### config.mk
export PLATFORM = sky130hd
export DESIGN_NAME = icache_direct_flat
export DESIGN_NICKNAME = d
export VERILOG_FILES = /design/src/rtl/cpu_types_pkg.sv /design/src/rtl/icache_direct_if.sv /design/src/rtl/icache_direct.sv /design/src/flat_wrapper.sv
export SDC_FILE = /design/constraint.sdc
export NUM_CORES = 1
export LEC_CHECK = 0
export BUFFER_PORTS_ARGS = -buffer_cell sky130_fd_sc_hd__buf_2
export CORE_UTILIZATION = 40
export CTS_CLUSTER_DIAMETER = 30
export CTS_CLUSTER_SIZE = 8
export DETAILED_ROUTE_END_ITERATION = 8
export GPL_ROUTABILITY_DRIVEN = 0
export PLACE_DENSITY = 0.54
export REMOVE_ABC_BUFFERS = 1
export SYNTH_ARGS = -nofsm -noshare
export SYNTH_HDL_FRONTEND = slang
export SYNTH_SLANG_ARGS = --single-unit
### constraint.sdc
create_clock -name CLK -period 9.3 [get_ports CLK]
set_input_delay 0 -clock CLK [delete_from_list [all_inputs] [get_ports CLK]]
set_output_delay 0 -clock CLK [all_outputs]
set_load 0.01 [all_outputs]
### src/rtl/cpu_types_pkg.sv
// Shared types and constants for the direct-mapped instruction cache.
package cpu_types_pkg;

    localparam int unsigned ICACHE_SETS  = 16;
    localparam int unsigned ICACHE_IDX_W = $clog2(ICACHE_SETS);
    localparam int unsigned ICACHE_TAG_W = 30 - ICACHE_IDX_W;

    // Fetch address split for the default geometry
    typedef struct packed {
        logic [ICACHE_TAG_W-1:0] tag;
        logic [ICACHE_IDX_W-1:0] idx;
        logic [1:0]              bytoff;
    } icachef_t;

    typedef struct packed {
        logic                    valid;
        logic [ICACHE_TAG_W-1:0] tag;
        logic [31:0]             data;
    } icache_frame_t;

    typedef enum logic {
        IDLE  = 1'b0,
        FETCH = 1'b1
    } icache_state_t;

endpackage

### src/rtl/icache_direct_if.sv
// Fetch-side and memory-side bus of the instruction cache.
// Statistics counters are present only when ICACHE_STATS_EN is defined.
interface icache_direct_if;

    logic        imemREN;
    logic [31:0] imemaddr;
    logic [31:0] imemload;
    logic        ihit;
    logic        iREN;
    logic [31:0] iaddr;
    logic [31:0] iload;
    logic        iwait;
`ifdef ICACHE_STATS_EN
    logic [31:0] hit_count;
    logic [31:0] miss_count;
`endif

    // The cache itself
    modport slave (
        input  imemREN, imemaddr, iload, iwait,
        output imemload, ihit, iREN, iaddr
`ifdef ICACHE_STATS_EN
        , output hit_count, miss_count
`endif
    );

    // Datapath/memory side driving the cache
    modport master (
        output imemREN, imemaddr, iload, iwait,
        input  imemload, ihit, iREN, iaddr
`ifdef ICACHE_STATS_EN
        , input hit_count, miss_count
`endif
    );

endinterface

### src/rtl/icache_direct.sv
// Direct-mapped, one-word-per-block read-only instruction cache with single-word fill.
// Optional hit/miss counters under ICACHE_STATS_EN.
module icache_direct
    import cpu_types_pkg::*;
#(
    parameter int unsigned SETS = ICACHE_SETS
) (
    input  logic            CLK,
    input  logic            nRST,
    icache_direct_if.slave  bus
);

    localparam int unsigned IDX_W = $clog2(SETS);
    localparam int unsigned TAG_W = 30 - IDX_W;

    icache_state_t state, next_state;

    logic [SETS-1:0]  valid_q;
    logic [TAG_W-1:0] tag_q  [SETS];
    logic [31:0]      data_q [SETS];
    logic [29:0]      miss_word;

    logic [TAG_W-1:0] req_tag;
    logic [IDX_W-1:0] req_idx;
    logic [TAG_W-1:0] fill_tag;
    logic [IDX_W-1:0] fill_idx;

    logic        ihit_c;
    logic [31:0] imemload_c;
    logic        iren_c;
    logic [31:0] iaddr_c;
    logic        miss_c;
    logic        fill_c;
    logic        unused_ok;

    assign req_tag   = bus.imemaddr[31:IDX_W+2];
    assign req_idx   = bus.imemaddr[IDX_W+1:2];
    assign fill_tag  = miss_word[29:IDX_W];
    assign fill_idx  = miss_word[IDX_W-1:0];
    assign unused_ok = ^bus.imemaddr[1:0];

    // State register
    always_ff @(posedge CLK or negedge nRST) begin
        if (!nRST) state <= IDLE;
        else       state <= next_state;
    end

    // Next state and bus outputs; hits are serviced in the same cycle
    always_comb begin
        next_state = state;
        ihit_c     = 1'b0;
        imemload_c = 32'h0;
        iren_c     = 1'b0;
        iaddr_c    = 32'h0;
        miss_c     = 1'b0;
        fill_c     = 1'b0;
        unique case (state)
            IDLE: begin
                if (bus.imemREN && valid_q[req_idx] && (tag_q[req_idx] == req_tag)) begin
                    ihit_c     = 1'b1;
                    imemload_c = data_q[req_idx];
                end else if (bus.imemREN) begin
                    miss_c     = 1'b1;
                    next_state = FETCH;
                end
            end
            FETCH: begin
                iren_c  = 1'b1;
                iaddr_c = {miss_word, 2'b00};
                if (!bus.iwait) begin
                    fill_c     = 1'b1;
                    next_state = IDLE;
                end
            end
            default: next_state = IDLE;
        endcase
    end

    assign bus.ihit     = ihit_c;
    assign bus.imemload = imemload_c;
    assign bus.iREN     = iren_c;
    assign bus.iaddr    = iaddr_c;

    // Fill always targets the latched miss address, not the live request
    always_ff @(posedge CLK or negedge nRST) begin
        if (!nRST) miss_word <= 30'h0;
        else if (miss_c) miss_word <= bus.imemaddr[31:2];
    end

    always_ff @(posedge CLK or negedge nRST) begin
        if (!nRST) valid_q <= '0;
        else if (fill_c) valid_q[fill_idx] <= 1'b1;
    end

    // Tag and data need no reset: they are qualified by valid_q
    always_ff @(posedge CLK) begin
        if (fill_c) begin
            tag_q[fill_idx]  <= fill_tag;
            data_q[fill_idx] <= bus.iload;
        end
    end

`ifdef ICACHE_STATS_EN
    logic [31:0] hit_cnt;
    logic [31:0] miss_cnt;

    // Free-running statistics, wrapping at 2^32
    always_ff @(posedge CLK or negedge nRST) begin
        if (!nRST) begin
            hit_cnt  <= 32'h0;
            miss_cnt <= 32'h0;
        end else begin
            if (ihit_c) hit_cnt  <= hit_cnt + 32'd1;
            if (miss_c) miss_cnt <= miss_cnt + 32'd1;
        end
    end

    assign bus.hit_count  = hit_cnt;
    assign bus.miss_count = miss_cnt;
`endif

endmodule

### src/flat_wrapper.sv
// flat-port wrapper written by rule: the top's interface ports become plain ports
module icache_direct_flat import cpu_types_pkg::*;
#(
    parameter int unsigned SETS = ICACHE_SETS
)
  (CLK, nRST, bus_imemREN, bus_imemaddr, bus_iload, bus_iwait, bus_imemload, bus_ihit, bus_iREN, bus_iaddr);
  icache_direct_if bus_i ();
  input  logic CLK;
  input  logic nRST;
  input wire logic [$bits(bus_i.imemREN)-1:0] bus_imemREN;
  input wire logic [$bits(bus_i.imemaddr)-1:0] bus_imemaddr;
  input wire logic [$bits(bus_i.iload)-1:0] bus_iload;
  input wire logic [$bits(bus_i.iwait)-1:0] bus_iwait;
  output wire logic [$bits(bus_i.imemload)-1:0] bus_imemload;
  output wire logic [$bits(bus_i.ihit)-1:0] bus_ihit;
  output wire logic [$bits(bus_i.iREN)-1:0] bus_iREN;
  output wire logic [$bits(bus_i.iaddr)-1:0] bus_iaddr;
  assign bus_i.imemREN = bus_imemREN;
  assign bus_i.imemaddr = bus_imemaddr;
  assign bus_i.iload = bus_iload;
  assign bus_i.iwait = bus_iwait;
  assign bus_imemload = bus_i.imemload;
  assign bus_ihit = bus_i.ihit;
  assign bus_iREN = bus_i.iREN;
  assign bus_iaddr = bus_i.iaddr;
  icache_direct #(.SETS(SETS)) u_core (.CLK(CLK), .nRST(nRST), .bus(bus_i));
endmodule
## After elaboration in Yosys (flattened, before gate mapping)

Memory sizes are Yosys's and may differ from the RTL's.
Cells that the tools add are included.

| storage, ports and cells | value |
|---|---|
| memory bits (writable) | 928 |
| logic and storage cells | 33 |
| memories kept | 2 |
| output and inout bits | 66 |
| bits in latches | 0 |
| register bits after elaboration | 47 |
| input bits | 68 |
| ROM bits | 0 |

| cells by class | value |
|---|---|
| div/mod/pow operators | 0 |
| muxes and demuxes | 19 |
| shift operators | 0 |
| bitwise logic cells | 2 |
| magnitude comparators | 3 |
| equality and inequality tests | 1 |
| $add $sub $neg | 0 |
| multipliers | 0 |
| reductions and logical operators | 3 |

Memories:

| memory | depth | width | read ports | clocked after memory_dff | wr ports | line | RTL |
|---|---|---|---|---|---|---|---|
| u_core.data_q | 16 | 32 | 1 | 0 | 1 | icache_direct.sv:20 | `logic [31:0] data_q [SETS];` |
| u_core.tag_q | 16 | 26 | 1 | 0 | 1 | icache_direct.sv:19 | `logic [TAG_W-1:0] tag_q [SETS];` |

Operators by type and width:

| operator | number |
|---|---|
| 32-bit two-way mux | 3 |
| 26-bit == test | 1 |
| 16-bit bitwise OR | 1 |
| 1-bit two-way mux | 13 |
| 4-bit by 5-bit < comparator with 1-bit output (second input constant) | 2 |
| 1-bit binary-select mux with 4-bit select | 1 |
| 1-bit demux with 4-bit select | 1 |
| 4-bit by 1-bit greater-or-equal comparator with 1-bit output (second input constant) | 1 |
| 1-bit logical AND | 3 |
| 1-bit case mux with 2 select lines | 1 |
| 1-bit NOT | 1 |

## Logic depth before layout (Yosys ltp)

Gate-level depths: netlist (run 1).

| logic depth | value |
|---|---|
| depth in word-level cells | 6 |
| depth in mapped cells | 13 |

## Least setup slack after synthesis (run 1)

No wires, ideal clock.

| path | value |
|---|---|
| path type | register to register |
| from | register u_core.state |
| to | register u_core.valid_q[3] |
| setup slack | 3.911 ns |
| clock period less this slack | 5.389 ns |
| stages on the path, launching flop included | 5 |
| data arrival time | 5.300 ns |
| path buffers | 0 |
| data required time | 9.211 ns |
| cell sequence | dfrtp_1 -> and2_1 -> nand3b_1 -> nor3_1 -> or2_2 |

| on the way | value |
|---|---|
| word-level cells in the longest chain between the ends | 1 |

RTL lines:

| element | line | RTL |
|---|---|---|
| from (decl) | icache_direct.sv:16 | `icache_state_t state, next_state;` |
| from (signal assigned) | icache_direct.sv:45 | `else state <= next_state;` |
| 1-bit two-way mux | icache_direct.sv:57 | `unique case (state)` |
| to (signal assigned) | icache_direct.sv:91 | `if (!nRST) valid_q <= '0;` |
| to (signal, indexed assignment) | icache_direct.sv:92 | `else if (fill_c) valid_q[fill_idx] <= 1'b1;` |
| to (decl) | icache_direct.sv:18 | `logic [SETS-1:0] valid_q;` |

No other way between the ends.
A chain may end at the register's enable or synchronous reset.

## Worst setup path after layout (run 1)

| path | value |
|---|---|
| from | input bus_imemaddr[3] |
| to | output bus_imemload[30] |

| on the way | value |
|---|---|
| word-level cells in the longest chain between the ends | 6 |
| elaborated cells between the ends (all ways) | 9 |
| classes of those cells | eq/ne: 1; mux: 4; reduce/logical: 2; memory: 2 |

RTL lines:

| element | line | RTL |
|---|---|---|
| from (decl) | flat_wrapper.sv:11 | `input wire logic [$bits(bus_i.imemaddr)-1:0] bus_imemaddr;` |
| parallel branches: the longest is 4 deep, another holds memory read 16 x 26 bit | n/a |  |
| 32-bit two-way mux * | icache_direct.sv:59 | `if (bus.imemREN && valid_q[req_idx] && (tag_q[req_idx] == req_tag)) begin` |
| 32-bit two-way mux * | icache_direct.sv:57 |  |
| to (decl) | flat_wrapper.sv:14 | `output wire logic [$bits(bus_i.imemload)-1:0] bus_imemload;` |

Every way passes the cells marked *. The select of a mux whose other input is x is not followed.

==> run summary, run 1 <==
CP max FO = 38
share of layout cells above drive strength 1 = 0.3428
worst hold path class = input port to register
CTS Buf Count = 194
Hold Vio Cnt, Final = 0
post-synthesis sequential area ratio = 0.7605
CTS H-Tree Depth = 4
# IOs = 134
Setup crit start kind = input port
Place WS = 4473 ps
Antenna Violating Nets Remaining = 0
Syn. warnings = 0
global-route usage over all layers = 0.1941
Crit path required time = 9300 ps
die width = 311.0 um
CTS Buffer Depth = 3
Wirelength per Cell = 26.75 um
WHS Endpoint = u_core.miss_word[17]
RSZ-0062 raised after global routing = false
DRC Markers = 0
die height = 311.0 um
Finished Core Util = 0.5048
die area = 96,720 um2
vias post-DR = 18,570
crit path time final = 4577 ps
port bufs = 129
post-CTS setup buffers = 0
Worst Min Path Start = bus_imemaddr[19]
cells after synthesis = 1,718
core area = 93,890 um2
Setup TNS = 0 ps
clk sink count = 975
vias in the first global route = 19,920
post-cts repair resize count = 0
Post-Route WL = 92,770 um
Layout area overhead = 24.09%
global-route wire length before repair = 135,700 um
status = completed
Starting Density = 0.4068
R2R Path Start = u_core.tag_q[7][15]
FMAX = 0.2185 GHz
P_leak = 16.18 nW
FF-to-FF End = u_core.miss_word[29]
Slew HR = 0.1253
Layout Nets = 2,122
r2r worst-path depth = 8
Final WS setup = 4723 ps
Layout fillers = 7,607
EDFF count, synth = 928
Synth cell types = 51
clk_lat worst skew = 750 ps
Worst Tran Pin Value = 1309 ps
pwr/cell area = 268.7 nW/um2
syn avg cell area = 22.23 um2
kind of critical path = input port to primary output
Synth Register Bits = 975
CP Capture Type = primary output
Post-DP HPWL = 46,000 um
CP arrival = 4580 ps
Clock transition at path regs = 50 ps
initial antenna violation count = 2
Worst R2R Setup Slack = 5420 ps
hold path depth = 3
row count = 112
Post-CTS Hold Fix Bufs = 63
prevailing post-synth register cell = edfxtp_1
CTS tree = done
Root Buffer = clkbuf_16
mapped cell area = 38,190 um2
antenna cells = 0
Setup Skew = 24.59 ps
# setup viols final = 0
part of the cycle the worst path needs = 0.4922
maxcap violations = 0
Async SR Flop Fraction = 0.04821
pin count of the biggest net entering global routing = 85
Vias/cell = 5.355
Final Slew Violations = 0
Pre-antenna DRT Iters = 5
GRT overflow = 0
DR iter-0 viols = 1,326
peak supply drop = 0.0001910 V
-- power by group --
part           leakage, nW  internal (mW)  switching [mW]
sequential            8.91           5.10           0.163
clock                 3.15           4.60            2.18
combinational         4.11          0.317           0.378
-- cell families (layout without fill, tap and decap cells) --
logic type / after synthesis / after routing / synth area share
flip-flops: 975 / 975 / 0.7605
AND/OR/NAND/NOR: 164 / 164 / 0.02460
multiplexers: 377 / 377 / 0.1774
AO/OA/AOI/OAI: 68 / 68 / 0.01356
buffers and inverters: 99 / 594 / 0.01609
XOR/XNOR: 34 / 34 / 0.007797
other: 1 / 2 / 0.00009819
-- synth_stat cells (all sizes together), types with 17 or more instances --
cell type	count	area [um2]
edfxtp	928	27870
mux4	227	5124
mux2i	117	1171
buf	55	449.2
dfrtp	47	1176
clkbuf	39	146.4
nor2b	39	244.0
and2	33	206.5
mux2	33	480.5
a22oi	29	217.7
xnor2	26	227.7
nor2	24	92.59
nand2	17	63.81
-- worst max-delay path by stage --
stage,from,end
floorplan,u_core.state,u_core.valid_q[3]
global placement,bus_imemaddr[4],u_core.miss_word[29]
detailed placement,bus_imemaddr[4],u_core.miss_word[29]
CTS,bus_imemaddr[3],bus_imemload[30]
global route,bus_imemaddr[3],bus_imemload[30]
finish,bus_imemaddr[3],bus_imemload[30]
-- per-layer routing --
metal / track usage / up-vias / share of wire / wire, um
met5: 0 / - / 0.00014 / 13
met2: 0.3201 / 540 / 0.50 / 46600
li1: - / 7899 / - / -
met1: 0.2630 / 10010 / 0.44 / 40470
met3: 0.04019 / 121 / 0.047 / 4341
met4: 0.05027 / 2 / 0.015 / 1346
-- final cells by class --
type | count | area [um2] | area share
inverter | 5 | 20.02 | 0.0004224
timing repair buffer | 233 | 1623 | 0.03424
clock inverter | 111 | 1289 | 0.02719
clock buffer | 245 | 5200 | 0.1097
sequential | 975 | 29040 | 0.6128
tap | 1254 | 1569 | 0.03311
multi-input combinational | 645 | 8648 | 0.1825
-- critical path, cell delays in order --
cell	delay, ps
dlygate4sd3_1	540
buf_6	450
buf_4	630
mux4_2	590
mux2i_1	230
xnor2_1	140
mux2i_1	190
nand4_1	270
a211oi_1	370
nand4b_1	120
buf_4	340
nor2b_1	390
buf_2	200
-- state kept, by name (all words and copies together) (netlist names) --
register	cells
u_core.state	1
u_core.data_q	512
u_core.miss_word	30
u_core.valid_q	16
u_core.tag_q	416
-- cell usage in the layout, fill, tap and decap left out, types with 39 or more instances in the layout --
cell type	Yosys	layout
edfxtp_1	928	928
mux4_2	224	224
clkbuf_16	0	197
buf_2	24	126
mux2i_1	117	117
dlygate4sd3_1	0	63
dfrtp_1	47	47
buf_4	15	40
nor2b_1	39	39
clkbuf_1	39	39
-- metrics by stage --
step,hold slack [ps],instances,cell area (um2),power (mW)
2_1_floorplan,-295.6,1625,37600,5.657
3_3_place_gp,219.8,3049,40270,5.990
3_5_place_dp,229.7,3049,40270,6.019
4_1_cts,37.64,3468,47390,12.86
5_1_grt,44.24,3468,47390,13.14
6_report,75.16,3468,47390,12.74
Note: power is estimated with default switching activity, not from simulation.
==> run 2: changes to the inputs <==
PLACE_DENSITY = 0.56   (was 0.54)
clock period = 3.89 ns   (was 9.3 ns; I/O delays follow)
==> run summary, run 2 (synthesis results as in run 1) <==
Setup crit end = bus_imemload[7]
max incr delay on CP = 490 ps (-140 ps)
Final WS setup = 286.7 ps (-4436 ps)
Final Slew Violations = 0 (unchanged)
CTS Buf Count = 185 (-4.6%)
port bufs = 129 (unchanged)
CP Capture Type = primary output
global-route usage over all layers = 0.1906 (-0.003455)
Vias/cell = 5.338 (-0.32%)
die area = 96,720 um2 (unchanged)
initial antenna violation count = 2 (unchanged)
crit path time final = 3603 ps
Worst R2R Setup Slack = 610 ps (-4810 ps)
Antenna Violating Nets Remaining = 0 (unchanged)
Flop pwr share = 0.419 (+0.006)
Int Power = 23.68 mW (+140%)
Setup Skew = 24.56 ps (-0.02220 ps)
design area = 47,730 um2 (+0.71%)
die height = 311.0 um (unchanged)
R2R Path Start = u_core.tag_q[5][22]
maxcap violations = 0 (unchanged)
Layout area overhead = 24.97%
Root Buffer = clkbuf_16
pin count of the biggest net entering global routing = 101 (+19%)
Clock Power Share = 0.525 (-0.007)
Layout fillers = 7,517 (-1.2%)
CP cell instances = mux4_2 -> xnor2_1 -> a31oi_1 -> a311oi_1 -> nor4b_2 -> nand4b_1 -> buf_6 -> nor2b_1 -> buf_2
placed cell areas = 40,750 um2 (+1.2%)
clk_lat worst skew = 740 ps (about the same)
CP max FO = 33 (-13%)
# setup viols final = 0 (unchanged)
P_leak = 16.33 nW (+0.94%)
Buf/Inv on CP = 2 (-3)
core area = 93,890 um2 (unchanged)
switching pwr = 6.390 mW (+130%)
pwr/cell area = 630.1 nW/um2 (+130%)
die width = 311.0 um (unchanged)
CTS Buffer Depth = 3 (unchanged)
Wirelength per Cell = 26.19 um (-2.1%)
most common cell after layout, fill and taps aside = edfxtp_1
switching power share of the total = 0.2125 (-0.001094)
status = completed
row count = 112 (unchanged)
DR iter-0 viols = 1,426 (+7.5%)
Crit. path cell count = 9 (-4)
non-filler cells, final = 3,480 (+0.35%)
Top delay family on crit path = simple AND/OR/NAND/NOR gates
RSZ-0062 raised after global routing = false
CTS tree = done
kind of critical path = register to primary output
Hold Vio Cnt, Final = 0 (unchanged)
Clock transition at path regs = 40 ps (about the same)
# IOs = 134 (unchanged)
r2r worst-path depth = 9 (+1)
FF-to-FF End = u_core.state
Comb pwr share = 0.056 (about the same)
most frequent cells in the layout = edfxtp_1, mux4_2, clkbuf_16, buf_2, mux2i_1
CP max-delay cell = mux4_2
FMAX = 0.2775 GHz
placed cells = 3,077 (+0.92%)
vias post-DR = 18,580 (+0.027%)
number of flip-flops in the largest register = 512 (unchanged)
GRT overflow = 0 (unchanged)
CP arrival = 3600 ps (-980 ps)
Top reg by flops = u_core.data_q
part of the cycle the worst path needs = 0.9263
clk sink count = 975 (unchanged)
Post-DP HPWL = 47,410 um (+3.1%)
Finished Core Util = 0.5083 (+0.003572)
CP Launch Point = u_core.tag_q[5][22]
Layout Nets = 2,144 (+1.0%)
Post-Route WL = 91,130 um (-1.8%)
Starting Density = 0.4068 (unchanged)
Crit path required time = 3890 ps (-5410 ps)
peak supply drop = 0.0004717 V (+150%)
vias in the first global route = 20,120 (+1.0%)
Worst Tran Pin Value = 986.1 ps (-322.9 ps)
largest registers = u_core.data_q (512), u_core.tag_q (416), u_core.miss_word (30)
Power Total = 30.07 mW (+140%)
DRC Markers = 0 (unchanged)
Pre-antenna DRT Iters = 5 (unchanged)
CTS H-Tree Depth = 4 (unchanged)
Place WS = 278.7 ps (-4194 ps)
global-route wire length before repair = 133,100 um (-1.9%)
Setup crit start kind = register
Slew HR = 0.3390 (+0.2137)
share of layout cells above drive strength 1 = 0.3501 (+0.007294)
worst hold path class = input port to register
## run 2: routing by layer
metal / share of wire / track usage
met1: 0.45 / 0.2679
met2: 0.48 / 0.3011
met3: 0.051 / 0.03659
met4: 0.020 / 0.05979
met5: 0.00013 / 0
## run 2: final cells by class
class	count	area (um2)	area share
Multi-Input combinational cell	645	8661	0.1815
Timing Repair Buffer	264	2130	0.04462
Antenna cell	1	2.502	0.00005243
Clock inverter	103	1245	0.02608
Sequential cell	975	29040	0.6085
Clock buffer	233	5057	0.1060
Tap cell	1254	1569	0.03287
Inverter	5	20.02	0.0004195
## run 2: worst min-delay path by stage
stage	from	to	slack (ps)	cells past startpoint
floorplan	nRST	u_core.miss_word[0]	-300	0
global placement	nRST	u_core.miss_word[19]	-20	1
detailed placement	nRST	u_core.miss_word[19]	-10	1
CTS	bus_imemREN	u_core.miss_word[20]	10	5
global route	bus_imemREN	u_core.miss_word[14]	50	5
finish	bus_imemREN	u_core.miss_word[29]	50	5
## run 2: power groups by stage
stage / Sequential [mW] / Clock, mW / Combinational (mW)
2_1_floorplan: 12.6 / 0 / 0.908
3_3_place_gp: 12.7 / 0 / 1.65
3_5_place_dp: 12.8 / 0 / 1.66
4_1_cts: 12.6 / 16.0 / 1.73
5_1_grt: 12.6 / 16.5 / 1.82
6_report: 12.6 / 15.8 / 1.69
## run 2: what timing repair did
item | in CTS | in global routing
endpoints found under the setup margin | 4 | 8
endpoints found under the hold margin | 589 | 0
setup buffers | 0 | 0
resized for setup | 4 | 1
hold buffers | 66 | 0
cloned | 0 | 0
## run 2: worst reg2reg max path: cells and delay by family (launching register included)
kind                   cells  cell delay (ps)
flip-flops                 1              360
buffers and inverters      2              790
XOR/XNOR                   1              190
multiplexers               1              490
AND/OR/NAND/NOR            2              460
AO/OA/AOI/OAI              3              870
## run 2: stage by stage
| step | hold slack (ps) | setup TNS, ps |
|---|---|---|
| after CTS | 11.48 | 0 |
| after floorplan | -295.6 | -477080 |
| after global placement | -22.62 | 0 |
| after detailed placement | -11.93 | 0 |
| after global routing | 46.94 | 0 |
| final | 49.61 | 0 |
